`src/rtl/pipe_pkg.sv`:
```
// rtl/pipe_pkg.sv - shared forwarding encodings and MDU state type for the hazard unit
package pipe_pkg;

  localparam logic [1:0] FWD_RF = 2'b00;
  localparam logic [1:0] FWD_W  = 2'b01;
  localparam logic [1:0] FWD_M  = 2'b10;

  typedef enum logic {MDU_IDLE, MDU_BUSY} mdu_state_e;

endpackage

```
`src/rtl/mdu_lat_ctr.sv`:
```
// rtl/mdu_lat_ctr.sv - MDU latency FSM: counts down the multi-cycle op and flags its completion
module mdu_lat_ctr
  import pipe_pkg::*;
#(
  parameter int MDU_LAT = 4
) (
  input  logic clk,
  input  logic rst,
  input  logic start,
  input  logic abort,
  output logic stall,
  output logic busy,
  output logic done
);

  localparam int CW = $clog2(MDU_LAT);
  localparam logic [CW-1:0] CNT_LOAD = CW'(MDU_LAT - 1);

  mdu_state_e    state_q, state_d;
  logic [CW-1:0] cnt_q, cnt_d;

  always_comb begin
    state_d = state_q;
    cnt_d   = cnt_q;
    if (rst || abort) begin
      state_d = MDU_IDLE;
      cnt_d   = '0;
    end else begin
      case (state_q)
        MDU_IDLE: begin
          if (start) begin
            state_d = MDU_BUSY;
            cnt_d   = CNT_LOAD;
          end
        end
        MDU_BUSY: begin
          // start is still high on the done cycle; returning to IDLE prevents a re-launch
          if (cnt_q != '0) cnt_d = cnt_q - 1'b1;
          else             state_d = MDU_IDLE;
        end
        default: begin
          state_d = MDU_IDLE;
          cnt_d   = '0;
        end
      endcase
    end
  end

  always_ff @(posedge clk) begin
    if (rst) begin
      state_q <= MDU_IDLE;
      cnt_q   <= '0;
    end else begin
      state_q <= state_d;
      cnt_q   <= cnt_d;
    end
  end

  assign stall = ((state_q == MDU_IDLE) && start) || ((state_q == MDU_BUSY) && (cnt_q != '0));
  assign busy  = (state_q == MDU_BUSY) && !rst;
  assign done  = (state_q == MDU_BUSY) && (cnt_q == '0) && !rst && !abort;

endmodule

```
`src/rtl/pipe_hazard_ctrl.sv`:
```
// rtl/pipe_hazard_ctrl.sv - forwarding selects, interlocks and per-stage stall/flush for the 5-stage core
module pipe_hazard_ctrl
  import pipe_pkg::*;
#(
  parameter int REG_AW   = 5,
  parameter int MDU_LAT  = 4,
  parameter int ZERO_REG = 1
) (
  input  logic              clk,
  input  logic              rst,
  input  logic [REG_AW-1:0] rs_D,
  input  logic [REG_AW-1:0] rt_D,
  input  logic              branch2_D,
  input  logic              branch1_D,
  input  logic              jr_D,
  input  logic [REG_AW-1:0] rs_E,
  input  logic [REG_AW-1:0] rt_E,
  input  logic [REG_AW-1:0] wreg_E,
  input  logic              regwrite_E,
  input  logic              memread_E,
  input  logic              mdu_start_E,
  input  logic [REG_AW-1:0] wreg_M,
  input  logic              regwrite_M,
  input  logic              memread_M,
  input  logic              except_M,
  input  logic [REG_AW-1:0] wreg_W,
  input  logic              regwrite_W,
  output logic              fwd_a_D,
  output logic              fwd_b_D,
  output logic [1:0]        fwd_a_E,
  output logic [1:0]        fwd_b_E,
  output logic              stall_F,
  output logic              stall_D,
  output logic              stall_E,
  output logic              stall_M,
  output logic              stall_W,
  output logic              flush_F,
  output logic              flush_D,
  output logic              flush_E,
  output logic              flush_M,
  output logic              flush_W,
  output logic              mdu_busy,
  output logic              mdu_done
);

  // With ZERO_REG set, $0 is hard-wired and never a real dependency
  function automatic logic reg_match(input logic [REG_AW-1:0] a, input logic [REG_AW-1:0] b);
    return (a == b) && ((ZERO_REG == 0) || (a != '0));
  endfunction

  function automatic logic [1:0] fwd_sel_E(input logic [REG_AW-1:0] src);
    if (regwrite_M && reg_match(src, wreg_M))      return FWD_M;
    else if (regwrite_W && reg_match(src, wreg_W)) return FWD_W;
    else                                           return FWD_RF;
  endfunction

  logic mdu_stall;
  logic hz;
  logic hz_load_use, hz_branch2, hz_branch1;
  logic kill;

  mdu_lat_ctr #(.MDU_LAT(MDU_LAT)) u_mdu (
    .clk   (clk),
    .rst   (rst),
    .start (mdu_start_E),
    .abort (except_M),
    .stall (mdu_stall),
    .busy  (mdu_busy),
    .done  (mdu_done)
  );

  assign fwd_a_D = regwrite_M && reg_match(rs_D, wreg_M);
  assign fwd_b_D = regwrite_M && reg_match(rt_D, wreg_M);
  assign fwd_a_E = fwd_sel_E(rs_E);
  assign fwd_b_E = fwd_sel_E(rt_E);

  assign hz_load_use = memread_E && (reg_match(rs_D, wreg_E) || reg_match(rt_D, wreg_E));
  assign hz_branch2  = branch2_D &&
                       ((regwrite_E && (reg_match(rs_D, wreg_E) || reg_match(rt_D, wreg_E))) ||
                        (memread_M  && (reg_match(rs_D, wreg_M) || reg_match(rt_D, wreg_M))));
  assign hz_branch1  = (branch1_D || jr_D) &&
                       ((regwrite_E && reg_match(rs_D, wreg_E)) ||
                        (memread_M  && reg_match(rs_D, wreg_M)));
  assign hz = hz_load_use || hz_branch2 || hz_branch1;

  // Reset and exceptions both drain the whole pipe and release every hold
  assign kill = rst || except_M;

  assign stall_F = !kill && (mdu_stall || hz);
  assign stall_D = !kill && (mdu_stall || hz);
  assign stall_E = !kill && mdu_stall;
  assign stall_M = !kill && mdu_stall;
  assign stall_W = !kill && mdu_stall;

  assign flush_F = kill;
  assign flush_D = kill;
  // A hazard behind a held MDU op keeps E frozen rather than bubbling it
  assign flush_E = kill || (!mdu_stall && hz);
  assign flush_M = kill;
  assign flush_W = kill;

endmodule

```
`config.mk`:
```
export PLATFORM = sky130hd
export DESIGN_NAME = pipe_hazard_ctrl
export DESIGN_NICKNAME = d
export VERILOG_FILES = /design/src/rtl/pipe_pkg.sv /design/src/rtl/mdu_lat_ctr.sv /design/src/rtl/pipe_hazard_ctrl.sv
export SDC_FILE = /design/constraint.sdc
export NUM_CORES = 1
export LEC_CHECK = 0
export CORE_ASPECT_RATIO = 1.75
export CORE_MARGIN = 2
export CORE_UTILIZATION = 30
export CTS_BUF_LIST = sky130_fd_sc_hd__clkbuf_2 sky130_fd_sc_hd__clkbuf_4 sky130_fd_sc_hd__clkbuf_8
export DETAILED_ROUTE_END_ITERATION = 6
export PLACE_DENSITY = 0.78
export SYNTH_ARGS = -nofsm -noshare
export SYNTH_HDL_FRONTEND = slang
export SYNTH_SLANG_ARGS = --single-unit
export TNS_END_PERCENT = 20
```
`constraint.sdc`:
```
create_clock -name clk -period 1.75 [get_ports clk]
set_input_delay 0.35 -clock clk [delete_from_list [all_inputs] [get_ports clk]]
set_output_delay 0.35 -clock clk [all_outputs]
set_load 0.02 [all_outputs]
```
==> results_dict.tcl, run 1 <==
set metrics [dict create \
    failed_checks "setup timing" \
    hp-start "u_mdu.cnt_q[0]$_SDFFE_PP0P_" \
    start_util_pct 31.6 \
    grt_max_degree 6 \
    die_y_um 71.8 \
    core_area_mm2 0.00249 \
    insertion_delay_ps 210 \
    rsz0062_at_grt "yes" \
    drc 0 \
    place_congestion 0.840 \
    synth-main-ff-cell "dfxtp_1" \
    drive_gt1_share_pct 54.6 \
    reg2reg_depth 8 \
    numCtsBuffers 3 \
    synth_area_um2 788 \
    first_pass_iters 4 \
    ys_top_cells_by_area "xnor2_1 (38%), dfxtp_1 (7.6%), xor2_1 (6.7%), buf_4 (5.7%), nand4_1 (5.6%)" \
    cts.htree.levels 1 \
    avgRoutedWirePerCell_um 17.4 \
    worst_slew_pin_slew_ps 311 \
    layout.nets 265 \
    crit_path_start_kind "primary input" \
    holdPathEnd "u_mdu.cnt_q[0]$_SDFFE_PP0P_" \
    setup_viol 12 \
    critPathRequiredTime_ps 1400 \
    rows 24 \
    cts_buffer_depth 2 \
    cts_tree "yes" \
    grt_pass1_wl_um 6400 \
    status "finished, violations left" \
    wl_um 4220 \
    worst_slack_ps -359 \
    path_class "in -> out" \
    path_max_fanout 2 \
    syn_inst 105 \
    whs_ps 538 \
    reg2reg_from "u_mdu.cnt_q[0]$_SDFFE_PP0P_" \
    whs_path_depth 2 \
    power.leakage_uw 0.000849 \
    io_buffers 64 \
    slew_headroom_pct 79.1 \
    antenna_found_initial 0 \
    clk_pin_slew_ps 30 \
    finClkSkew_ps 1.94 \
    grt_pass1_vias 1512 \
    syn_nets 153 \
    cts.sinks 3 \
    min_period_over_period_pct 121 \
    vdd_drop_max_mv 0.337 \
    grt_overflow 0 \
    maxSlewViolCount 0 \
    ys_warn_count 0 \
    area_delta_synth_final_pct 149 \
    fp.dieW_um 42.8 \
    grt_usage_pct 27.2 \
    dp_hpwl_um 3110 \
    dr.first_iter.drc_count 8 \
    r2r-end "u_mdu.cnt_q[0]$_SDFFE_PP0P_" \
    synth.avg_cell_area_um2 7.51 \
    ff2ff_setup_slack_ps 410 \
    cp.arrival_ps 1760 \
    ios 65 \
    cp-end-kind "output port" \
    synth_top_area_cell "xnor2_1" \
    ant_nets 0 \
    cap_viol_max_count 0 \
    antennaDiodeCount 0 \
    cts_root_buf "clkbuf_8" \
    hold_path.class "reg -> reg" \
    fmax_mhz 474 \
    period_minus_slack_ps 2110 \
    ys_ff_latch 3 \
    yosysUniqueCellTypes 27 \
    num_vias 1276 \
    die-area_mm2 0.00307 \
    tns_ps -2480 \
    powerDensity_mw_per_mm2 389 \
    async_flop_share_pct 0 \
    synth-seq-area-share_pct 7.62 \
    hold_viol_final 0 \
    synth_edf_count 0 \
    viasPerCell 5.27 \
    synth_top_area_share_pct 37.8 \
]
-- sequential cells by signal (all words and copies together), names as in the netlist --
signal         cells
u_mdu.cnt_q        2
u_mdu.state_q      1
-- routing by layer --
metal	GRT usage, %	wire [µm]	vias to the layer above	share of wire [%]
met5	0	0	-	0
met4	17.0	204	0	4.8
met3	5.79	326	20	7.7
met2	54.0	2400	99	57
met1	22.7	1290	566	30
li1	-	-	591	-
-- cells in the mapped netlist, drive strengths merged (2+ instances only) --
cell     n
nor2b    3
nand4    7
dfxtp    3
o211ai   3
nand2    4
nor4     6
inv      3
xor2     6
buf      6
xnor2   34
or4      4
nand3    2
o21ai    2
nor2    11
clkbuf   2
-- cell type report --
| cell class | count | area (µm²) |
|---|---|---|
| fillers | 167 | 527 |
| multi-input cells | 91 | 880 |
| well taps | 26 | 32.5 |
| inverters | 3 | 11.3 |
| clock buffers | 4 | 48.8 |
| flip-flops and latches | 3 | 60.1 |
| repair buffers | 115 | 933 |
-- where the power goes --
group	leakage [µW]	internal, µW	switching (µW)
Combinational	0.000798	258	216
Sequential	0.0000247	72.9	2.47
Clock	0.0000262	171	43.7
-- through the flow --
| stage | std cells | area [µm²] | total power, µW | worst slack, ps | util, % |
|---|---|---|---|---|---|
| floorplan | 105 | 855 | 246 | -266 | - |
| global placement | 233 | 1820 | 503 | -1050 | 72.9 |
| detailed placement | 233 | 1820 | 518 | -1100 | 72.9 |
| CTS | 242 | 1930 | 741 | -365 | 77.5 |
| global route | 242 | 1970 | 802 | -411 | 78.9 |
| finish | 242 | 1970 | 764 | -359 | 78.9 |
-- cell families after synthesis --
group                      synth area share, %
and+or+nand+nor                           27.8
xor gates and xnor gates                  44.4
buffers and inverters                     8.10
AOI/OAI and AO/OA                         10.5
adders and majority gates                 1.59
DFF                                       7.62
-- layout by cell type, fill, tap and decap left out, drive strengths merged --
| cell type | synthesis | routed |
|---|---|---|
| buf | 6 | 80 |
| xnor2 | 34 | 34 |
| clkdlybuf4s50 | 0 | 14 |
| dlygate4sd2 | 0 | 14 |
| nor2 | 11 | 11 |
| nand4 | 7 | 7 |
| clkbuf | 2 | 7 |
| xor2 | 6 | 6 |
| nor4 | 6 | 6 |
| or4 | 4 | 4 |
| nand2 | 4 | 4 |
| clkdlybuf4s15 | 0 | 4 |
| nor2b | 3 | 3 |
| dfxtp | 3 | 3 |
| inv | 3 | 3 |
| o211ai | 3 | 3 |
| nand3 | 2 | 2 |
| o21ai | 2 | 2 |
| o21a | 1 | 1 |
| nor3 | 1 | 1 |
| o221ai | 1 | 1 |
| o22ai | 1 | 1 |
| nor4b | 1 | 1 |
| a31oi | 1 | 1 |
| a221oi | 1 | 1 |
| a211oi | 1 | 1 |
| ha | 1 | 1 |
-- worst max-delay path, cell delays in order --
cell    delay (ps)
buf_6           90
or4_4          550
nor2_4         130
nor4_2          60
buf_4          140
nor4_4         250
buf_4          180
-- worst max-delay path by stage --
stage / slack, ps / startpoint / end / depth (start not counted)
floorplan: -270 / rt_D[1] / stall_F / 6
global placement: -1050 / wreg_M[0] / stall_F / 7
detailed placement: -1100 / rt_E[3] / fwd_b_E[0] / 6
CTS: -360 / rt_D[1] / stall_D / 8
global route: -410 / rs_D[2] / stall_D / 8
finish: -360 / rt_E[0] / fwd_b_E[0] / 7
-- what timing repair did --
item                       CTS  global route
setup endpoints to repair   18            12
hold buffers                 0             0
pin swaps                   21             7
gates resized for setup    184            16
setup buffers                5             0
(Power assumes the default switching activity.)
==> run 2, diff against run 1 <==
Settings changed: CORE_ASPECT_RATIO 1.75 to default, CORE_MARGIN 2 to 5, CORE_UTILIZATION 30 to 36, PLACE_DENSITY 0.78 to 0.88.
Clock period 1.75 ns to 2.6 ns, I/O delays scaled along.
==> run 2 against run 1 <==
Net effect:
- the flow still finishes with violations (setup timing)
- flip-flop and latch count unchanged
- critical path type unchanged
- first-iteration DRC count rose to 5.8 times the previous value
- design area down 3.2%
- global-route usage down 3.1 points
- largest cell class unchanged
- register-to-register slack better by 820 ps
==> results_dict.tcl, run 2 (synthesis results as in run 1) <==
set metrics [dict create \
    insertion_delay_ps 230 \
    die-area_mm2 0.00323 \
    numCtsBuffers 3 \
    wl_um 4770 \
    avgRoutedWirePerCell_um 20.7 \
    core_area_mm2 0.00215 \
    antennaDiodeCount 0 \
    dpl_worst_slack_ps -592 \
    top_regs "u_mdu.cnt_q x2, u_mdu.state_q x1" \
    first_pass_iters 7 \
    cts_root_buf "clkbuf_4" \
    powerDensity_mw_per_mm2 238 \
    finalInstanceArea_mm2 0.00190 \
    ant_nets 0 \
    final_util_pct 88.5 \
    finClkSkew_ps 1.26 \
    antenna_found_initial 0 \
    cap_viol_max_count 0 \
    largest_reg_flops 2 \
    grt_usage_pct 24.1 \
    grt_pass1_wl_um 6160 \
    worst_slew_pin_slew_ps 430 \
    cp-end-kind "output port" \
    cts.htree.levels 1 \
    power.leakage_uw 0.000907 \
    place_area_mm2 0.00167 \
    place_inst 223 \
    failed_checks "setup timing" \
    hold_path.class "reg -> reg" \
    crit_path_start_kind "primary input" \
    area_delta_synth_final_pct 141 \
    setup_viol 3 \
    slew_headroom_pct 71.1 \
    clk_pin_slew_ps 40 \
    dr.first_iter.drc_count 46 \
    drc 0 \
    io_buffers 64 \
    cts.sinks 3 \
    cp.arrival_ps 2110 \
    fmax_mhz 380 \
    ff2ff_setup_slack_ps 1230 \
    rows 17 \
    vdd_drop_max_mv 0.326 \
    num_vias 1332 \
    grt_max_degree 6 \
    grt_overflow 0 \
    final_common_cell "buf_4" \
    fp.dieW_um 56.8 \
    start_util_pct 36.7 \
    place_congestion 0.848 \
    status "finished, violations left" \
    layout.nets 251 \
    ios 65 \
    die_y_um 56.8 \
    dp_hpwl_um 3070 \
    fin_cells 230 \
    worst_slack_ps -29.8 \
    hold_viol_final 0 \
    viasPerCell 5.79 \
    drive_gt1_share_pct 36.6 \
    regMostFlops "u_mdu.cnt_q" \
    cts_tree "yes" \
    tns_ps -87.1 \
    maxSlewViolCount 0 \
    period_minus_slack_ps 2630 \
    min_period_over_period_pct 101 \
    path_max_fanout 3 \
    path_class "in -> out" \
    rsz0062_at_grt "yes" \
    layout_common_cells "buf_4 (38), clkdlybuf4s50_1 (27), xnor2_1 (23)" \
    grt_pass1_vias 1422 \
    cts_buffer_depth 2 \
    critPathRequiredTime_ps 2080 \
]
## run 2: cell count changes in the layout (fill, tap and decap cells not counted), sizes merged
cell,previous run,this run
clkdlybuf4s50,14,27
clkdlybuf4s15,4,1
clkbuf,7,5
buf,80,43
dlymetal6s2s,0,15
## run 2: final timing paths
kind / startpoint / end / cells after the start
hold reg to reg: u_mdu.cnt_q[1]$_SDFFE_PP0P_ / u_mdu.cnt_q[1]$_SDFFE_PP0P_ / 2
setup reg to reg: u_mdu.cnt_q[0]$_SDFFE_PP0P_ / u_mdu.cnt_q[1]$_SDFFE_PP0P_ / 6
setup / recovery: wreg_M[4] / fwd_a_E[0] / 8
hold / removal: u_mdu.cnt_q[1]$_SDFFE_PP0P_ / u_mdu.cnt_q[1]$_SDFFE_PP0P_ / 2
## run 2: critical path, stage by stage
cell,delay [ps]
dlygate4sd2_1,280
buf_4,180
xnor2_2,160
nand4_1,190
nor4_4,390
buf_4,180
nor4_4,40
buf_4,160
## run 2: metal layers
| metal | vias to the layer above | global-route usage [%] | part of all wire (%) |
|---|---|---|---|
| met2 | 121 | 49.7 | 49 |
| met4 | 0 | 10.9 | 6.5 |
| met5 | - | 0 | 0 |
| li1 | 560 | - | - |
| met1 | 613 | 20.3 | 34 |
| met3 | 38 | 7.13 | 10 |
## run 2: cell type report
cell class	instances	area, µm²
multi-input combinational	91	841
clock buffer	4	30.0
inverter	3	11.3
sequential	3	60.1
tap	28	35.0
timing repair buffer	101	925
fill	94	246
## run 2: metrics by stage
step / power (µW) / hold slack (ps)
finish: 454 / 492
global route: 478 / 519
CTS: 420 / 487
detailed placement: 320 / 472
global placement: 309 / 448
floorplan: 157 / 437
## run 2: timing repair
item,4_1_cts,5_1_grt
setup buffers,1,2
hold buffers,0,0
gates cloned,0,0
pin swaps,9,11
setup endpoints to repair,12,9
resized for setup,58,37
## run 2: report_power, final
| part | internal [µW] | leakage (µW) | switching (µW) |
|---|---|---|---|
| sequential | 48.9 | 0.0000247 | 2.16 |
| combinational | 167 | 0.000864 | 143 |
| clock | 68.0 | 0.0000184 | 25.1 |
| total | 283 | 0.000907 | 170 |
